**src/rtl/riscv_mc_controller_pkg.sv**
```systemverilog
// Shared encodings for the multi-cycle RV32I controller: opcodes, datapath
// select values and the FSM state set.
package riscv_mc_controller_pkg;

    localparam logic [6:0] OP_R    = 7'b0110011;
    localparam logic [6:0] OP_I    = 7'b0010011;
    localparam logic [6:0] OP_LW   = 7'b0000011;
    localparam logic [6:0] OP_SW   = 7'b0100011;
    localparam logic [6:0] OP_BR   = 7'b1100011;
    localparam logic [6:0] OP_JAL  = 7'b1101111;
    localparam logic [6:0] OP_JALR = 7'b1100111;
    localparam logic [6:0] OP_LUI  = 7'b0110111;

    typedef enum logic [2:0] {
        ALU_ADD = 3'b000, ALU_SUB = 3'b001, ALU_AND = 3'b010,
        ALU_OR  = 3'b011, ALU_XOR = 3'b100, ALU_SLT = 3'b101
    } alu_ctl_t;

    typedef enum logic [2:0] {
        IMM_I = 3'b000, IMM_S = 3'b001, IMM_B = 3'b010, IMM_J = 3'b011, IMM_U = 3'b100
    } imm_src_t;

    typedef enum logic [1:0] {
        RES_ALUOUT = 2'd0, RES_MDR = 2'd1, RES_ALURESULT = 2'd2, RES_IMMEXT = 2'd3
    } result_src_t;

    typedef enum logic [1:0] { SRCA_PC = 2'd0, SRCA_OLDPC = 2'd1, SRCA_REG = 2'd2 } src_a_t;
    typedef enum logic [1:0] { SRCB_REG = 2'd0, SRCB_IMM = 2'd1, SRCB_FOUR = 2'd2 } src_b_t;

    typedef enum logic [3:0] {
        S_FETCH, S_DECODE, S_MEMADR, S_MEMREAD, S_MEMWB, S_MEMWRITE, S_EXECR,
        S_EXECI, S_ALUWB, S_BRANCH, S_JAL, S_JALR, S_LINK, S_LUI, S_HALT
    } state_t;

    // Branch resolution from the SUB result; blt/bge use the raw sign bit.
    function automatic logic branch_taken(input logic [2:0] funct3,
                                          input logic zero, input logic sign);
        case (funct3)
            3'b000:  return zero;
            3'b001:  return !zero;
            3'b100:  return sign;
            3'b101:  return !sign;
            default: return 1'b0;
        endcase
    endfunction

endpackage

```
**src/rtl/riscv_mc_controller_alu_decoder.sv**
```systemverilog
// Combinational ALU-operation decode plus instruction legality check
// used by the controller in DECODE and the execute states.
module riscv_mc_controller_alu_decoder
    import riscv_mc_controller_pkg::*;
(
    input  logic [6:0] op,
    input  logic [2:0] funct3,
    input  logic [6:0] funct7,
    output alu_ctl_t   alu_control,
    output logic       legal
);

    logic is_r;
    logic funct3_ok;
    logic unused_funct7;

    assign is_r          = (op == OP_R);
    assign unused_funct7 = ^{funct7[6], funct7[4:0]};

    // NOTE: every output gets a default first so no latch is inferred.
    always_comb begin
        alu_control = ALU_ADD;
        funct3_ok   = 1'b1;
        case (funct3)
            3'b000:  alu_control = (is_r && funct7[5]) ? ALU_SUB : ALU_ADD;
            3'b111:  alu_control = ALU_AND;
            3'b110:  alu_control = ALU_OR;
            3'b100:  alu_control = ALU_XOR;
            3'b010:  alu_control = ALU_SLT;
            default: funct3_ok   = 1'b0;
        endcase
    end

    always_comb begin
        legal = 1'b0;
        case (op)
            OP_R, OP_I: legal = funct3_ok;
            OP_BR:      legal = (funct3 == 3'b000) || (funct3 == 3'b001) ||
                                (funct3 == 3'b100) || (funct3 == 3'b101);
            OP_LW, OP_SW, OP_JAL, OP_JALR, OP_LUI: legal = 1'b1;
            default:    legal = 1'b0;
        endcase
    end

endmodule

```
**src/rtl/riscv_mc_controller.sv**
```systemverilog
// Control FSM for the multi-cycle RV32I datapath: sequences one instruction
// at a time and drives every datapath select and enable from the state.
module riscv_mc_controller
    import riscv_mc_controller_pkg::*;
#(
    parameter bit ILLEGAL_HALT = 1'b1
) (
    input  logic       clk,
    input  logic       rst,
    input  logic [6:0] op,
    input  logic [2:0] funct3,
    input  logic [6:0] funct7,
    input  logic       Zero,
    input  logic       ALUResSign,
    output logic       PCWrite,
    output logic       AdrSrc,
    output logic       MemWrite,
    output logic       IRWrite,
    output logic       RegWrite,
    output logic [1:0] ResultSrc,
    output logic [1:0] ALUSrcA,
    output logic [1:0] ALUSrcB,
    output logic [2:0] ALUControl,
    output logic [2:0] ImmSrc,
    output logic       illegal,
    output logic       halted
);

    state_t      state, state_next;
    alu_ctl_t    dec_alu, alu_ctl;
    imm_src_t    imm_src;
    result_src_t result_src;
    src_a_t      src_a;
    src_b_t      src_b;
    logic        dec_legal;

    riscv_mc_controller_alu_decoder u_alu_decoder (
        .op          (op),
        .funct3      (funct3),
        .funct7      (funct7),
        .alu_control (dec_alu),
        .legal       (dec_legal)
    );

    // NOTE: sequential state uses non-blocking assignment only.
    always_ff @(posedge clk or negedge rst) begin
        if (!rst) state <= S_FETCH;
        else      state <= state_next;
    end

    always_comb begin
        state_next = state;
        PCWrite    = 1'b0;
        AdrSrc     = 1'b0;
        MemWrite   = 1'b0;
        IRWrite    = 1'b0;
        RegWrite   = 1'b0;
        illegal    = 1'b0;
        halted     = 1'b0;
        result_src = RES_ALUOUT;
        src_a      = SRCA_PC;
        src_b      = SRCB_REG;
        alu_ctl    = ALU_ADD;
        imm_src    = IMM_I;

        case (state)
            S_FETCH: begin
                IRWrite = 1'b1; PCWrite = 1'b1;
                src_b = SRCB_FOUR; result_src = RES_ALURESULT;
                state_next = S_DECODE;
            end
            S_DECODE: begin
                src_a = SRCA_OLDPC; src_b = SRCB_IMM;
                imm_src = (op == OP_JAL) ? IMM_J : IMM_B;
                if (!dec_legal) begin
                    illegal    = 1'b1;
                    state_next = ILLEGAL_HALT ? S_HALT : S_FETCH;
                end else begin
                    case (op)
                        OP_LW, OP_SW: state_next = S_MEMADR;
                        OP_R:         state_next = S_EXECR;
                        OP_I:         state_next = S_EXECI;
                        OP_BR:        state_next = S_BRANCH;
                        OP_JAL:       state_next = S_JAL;
                        OP_JALR:      state_next = S_JALR;
                        default:      state_next = S_LUI;
                    endcase
                end
            end
            S_MEMADR: begin
                src_a = SRCA_REG; src_b = SRCB_IMM;
                imm_src    = (op == OP_SW) ? IMM_S : IMM_I;
                state_next = (op == OP_SW) ? S_MEMWRITE : S_MEMREAD;
            end
            S_MEMREAD: begin
                AdrSrc = 1'b1; state_next = S_MEMWB;
            end
            S_MEMWB: begin
                result_src = RES_MDR; RegWrite = 1'b1; state_next = S_FETCH;
            end
            S_MEMWRITE: begin
                AdrSrc = 1'b1; MemWrite = 1'b1; state_next = S_FETCH;
            end
            S_EXECR: begin
                src_a = SRCA_REG; alu_ctl = dec_alu; state_next = S_ALUWB;
            end
            S_EXECI: begin
                src_a = SRCA_REG; src_b = SRCB_IMM; alu_ctl = dec_alu;
                state_next = S_ALUWB;
            end
            S_ALUWB: begin
                RegWrite = 1'b1; state_next = S_FETCH;
            end
            S_BRANCH: begin
                src_a = SRCA_REG; alu_ctl = ALU_SUB;
                PCWrite    = branch_taken(funct3, Zero, ALUResSign);
                state_next = S_FETCH;
            end
            S_JAL: begin
                // PC takes ALUOut (target) while the ALU forms OldPC+4 for LINK.
                PCWrite = 1'b1; src_a = SRCA_OLDPC; src_b = SRCB_FOUR;
                state_next = S_LINK;
            end
            S_JALR: begin
                src_a = SRCA_REG; src_b = SRCB_IMM; result_src = RES_ALURESULT;
                PCWrite = 1'b1; state_next = S_LINK;
            end
            S_LINK: begin
                src_a = SRCA_OLDPC; src_b = SRCB_FOUR; result_src = RES_ALURESULT;
                RegWrite = 1'b1; state_next = S_FETCH;
            end
            S_LUI: begin
                imm_src = IMM_U; result_src = RES_IMMEXT; RegWrite = 1'b1;
                state_next = S_FETCH;
            end
            S_HALT: begin
                halted = 1'b1;
            end
            default: state_next = S_FETCH;
        endcase

        // Reset state is FETCH; its enables must not reach the datapath while rst is low.
        if (!rst) begin
            PCWrite  = 1'b0;
            MemWrite = 1'b0;
            IRWrite  = 1'b0;
            RegWrite = 1'b0;
            illegal  = 1'b0;
        end
    end

    assign ResultSrc  = result_src;
    assign ALUSrcA    = src_a;
    assign ALUSrcB    = src_b;
    assign ALUControl = alu_ctl;
    assign ImmSrc     = imm_src;

endmodule

```
**config.mk**
```make
export PLATFORM = sky130hd
export DESIGN_NAME = riscv_mc_controller
export DESIGN_NICKNAME = d
export VERILOG_FILES = /design/src/rtl/riscv_mc_controller_pkg.sv /design/src/rtl/riscv_mc_controller_alu_decoder.sv /design/src/rtl/riscv_mc_controller.sv
export SDC_FILE = /design/constraint.sdc
export NUM_CORES = 1
export LEC_CHECK = 0
export ABC_AREA = 1
export CELL_PAD_IN_SITES_DETAIL_PLACEMENT = 1
export CELL_PAD_IN_SITES_GLOBAL_PLACEMENT = 1
export CORE_AREA = 2 2 56 58
export DETAILED_ROUTE_END_ITERATION = 10
export DIE_AREA = 0 0 58 60
export GPL_TIMING_DRIVEN = 0
export HOLD_SLACK_MARGIN = 0.15
export PLACE_DENSITY = 0.85
export SKIP_LAST_GASP = 1
export SLEW_MARGIN = 20
export SYNTH_ARGS = -nofsm -noshare
export SYNTH_HDL_FRONTEND = slang
export SYNTH_SLANG_ARGS = --single-unit
```
**constraint.sdc**
```tcl
create_clock -name clk -period 3.85 [get_ports clk]
set_input_delay 0.9625 -clock clk [delete_from_list [all_inputs] [get_ports clk]]
set_output_delay 0.9625 -clock clk [all_outputs]
set_load 0.01 [all_outputs]
```
==> impl_metrics.json, run 1 <==
{
  "status": "completed",
  "post-route-min-period_ns": 3.68,
  "antenna_cells": 0,
  "port_buffers": 33,
  "dpl.cell_count": 191,
  "fp.dieW_um": 58,
  "cp_data_required_time_ns": 2.89,
  "grt.total_usage_pct": 13.6,
  "grt_first_pass_wirelength_mm": 3.74,
  "rsz0062_at_grt": "false",
  "rr_endpoint": "state[0]",
  "worstSetupPathType": "in2out",
  "tritoncts": "built",
  "ff2ff_path_depth": 5,
  "synth_compound_area_share_pct": 13.4,
  "postSynthNetCount": 146,
  "grt_start_max_net_pins": 8,
  "setup_ws_ns": 0.174,
  "clockBufferDepth": 2,
  "insertion_delay_ns": 0.23,
  "start_util_pct": 23.8,
  "path_max_fanout": 5,
  "synth.avg_cell_area_um2": 5.53,
  "htreeDepth": 1,
  "yosysTopAreaCellShare_pct": 16.3,
  "synth.area.mux_share_pct": 0,
  "dieArea_um2": 3480,
  "fp.dieH_um": 60,
  "layoutNonFillerInstCount": 194,
  "first_iter_violations": 6,
  "slew_violations": 0,
  "fin_skew_ns": 0.00150,
  "synth_top_family_by_area": "simple AND/OR/NAND/NOR gates",
  "synth_seq_cells": 4,
  "synth.area.top_cells": "nand2_1, dfrtp_1, nor2_1",
  "tightestPinTransition_ns": 0.387,
  "dp.final_hpwl_mm": 2.02,
  "fillerInstances": 406,
  "yosysMostFrequentCell": "nand2_1",
  "drtPass1Iterations": 3,
  "cts.sinks": 4,
  "ir_drop_v": 0.000226,
  "post_dp_cell_area_um2": 1060,
  "route.vias.total": 898,
  "worstSetupStartpoint": "op[3]",
  "avgRoutedWirePerCell_um": 11.4,
  "place.gp.congestion": 0.806,
  "synthAdderAreaFrac_pct": 0,
  "largestRegisters": "state (4)",
  "start_kind": "input pin",
  "dp_slack_ns": 0.116,
  "io_pins": 40,
  "core-area_um2": 2900,
  "hold_class": "reg2reg",
  "netlist_area_um2": 691,
  "power_mw": 0.520,
  "ff2ff_setup_slack_ns": 2.63,
  "grt_antenna_before_repair": 0,
  "synthTopCellsByCount": "nand2_1, nor2_1, inv_1, inv_2",
  "totalNegativeSetupSlack_ns": 0,
  "max_stage_delay_ns": 0.55,
  "remaining_drc_errors": 0,
  "crit_slowest_cell": "clkdlybuf4s50_1",
  "overflow": 0,
  "avgViaCountPerCell": 4.63,
  "ys.flop_type": "dfrtp_1",
  "hold-worst-slack_ns": 0.542,
  "finish.utilization_pct": 37.5,
  "maxCapViolCount": 0,
  "maxClockFrequency_mhz": 272,
  "yosys.area_share.simple_pct": 58.5,
  "drive_gt1_share_pct": 17.4,
  "synth-edff-count": 0,
  "largest_register_ffs": 4,
  "crit_arrival_ns": 2.71,
  "clk_pin_slew_worst_paths_ns": 0.03,
  "regMostFlops": "state",
  "hold_viol": 0,
  "yosysUniqueCellTypes": 25,
  "nNetsFinal": 184,
  "synth_area_leader_cell": "nand2_1",
  "cts_made_buffers": 3,
  "setup_viol": 0,
  "cellLeakagePower_nw": 0.509,
  "drtAntennaViolNets": 0,
  "seq_area_frac_synth_pct": 14.5,
  "cp-endpoint": "illegal",
  "synth-xor-area-share_pct": 0,
  "netlist_instances": 125,
  "cts.root.buffer_cell": "clkbuf_4",
  "p_per_area_nw_per_um2": 478,
  "worstReg2RegStart": "state[3]",
  "post-route-period-util_pct": 95.5,
  "ctsHoldBuffers": 0,
  "syn_to_final_growth_pct": 57.4,
  "synthArstFlopShare_pct": 100,
  "num_rows": 20,
  "final_cell_area_um2": 1090,
  "yosysWarnings": 0,
  "cp_cell_sequence": "clkdlybuf4s50_1 -> inv_2 -> nand2_2 -> nor2_4 -> nand2_4 -> nor2_2 -> nor2_2 -> nand2_2 -> nor3_2 -> clkdlybuf4s50_1",
  "drt-total-wl_mm": 2.22,
  "grt_pass1_vias": 949,
  "holdCritStartpoint": "state[0]",
  "endpoint_kind": "output port",
  "relSlewSlack_pct": 73.9
}
[how the worst min path moves through the flow]
stage,to,cells past startpoint,slack (ns)
4_1_cts,state[0],1,0.54
2_1_floorplan,state[0],1,0.49
6_report,state[0],1,0.54
5_1_grt,state[0],1,0.57
3_5_place_dp,state[0],1,0.54
3_3_place_gp,state[0],1,0.53
[where the power goes]
part	internal [mW]	switching (mW)	leakage [nW]	total (mW)
combinational	0.185	0.204	0.444	0.388
clock	0.0348	0.0165	0.0138	0.0513
sequential	0.0605	0.0198	0.0512	0.0802
total	0.280	0.240	0.509	0.520
[critical path: cells and delay by family]
kind / cells / cell delay (ns)
simple gates: 7 / 0.59
buf+inv: 3 / 1.16
[area by class of cell]
cell class                 instances  area, µm²  area share (%)
clock buffer                       3       22.5            2.07
multi-input combinational         96        497            45.7
timing repair buffer              33        333            30.6
sequential                         4        100            9.21
tap                               33       41.3            3.80
inverter                          25       93.8            8.63
[layout by cell type (no fill, tap or decap), types with 3 or more instances in the layout]
| master | Yosys | routed |
|---|---|---|
| clkdlybuf4s50_1 | 0 | 32 |
| nand2_1 | 30 | 30 |
| nor2_1 | 24 | 24 |
| inv_1 | 16 | 16 |
| inv_2 | 9 | 9 |
| o21ai_0 | 6 | 6 |
| nand3_1 | 6 | 6 |
| nand2_2 | 4 | 4 |
| nor2_2 | 4 | 4 |
| dfrtp_1 | 4 | 4 |
| nand4_1 | 3 | 3 |
| clkbuf_4 | 0 | 3 |
[routing by layer]
layer	up-vias	GRT usage (%)	share of wire (%)
met2	20	26.0	54
met4	0	4.65	1.6
met1	405	15.2	41
met3	4	1.95	3.3
met5	-	0	0
li1	469	-	-
[cells by family (layout without fill, tap and decap cells)]
kind of cell           count (synthesis)  in the layout
AO/OA/AOI/OAI                         15             15
buffers and inverters                 25             61
flip-flops                             4              4
AND/OR/NAND/NOR                       81             81
[repair_timing]
item,in CTS,in global routing
hold endpoints to repair,0,0
gates resized for setup,0,1
buffers inserted,0,0
endpoints found under the setup margin,0,1
Power figures use the tool's default switching activity.
==> run 2: changes to the inputs <==
REMOVE_ABC_BUFFERS = 1   (was unset)
==> results of run 2 <==
Same layout as run 1: the final DEF is identical, and so are final timing and power.
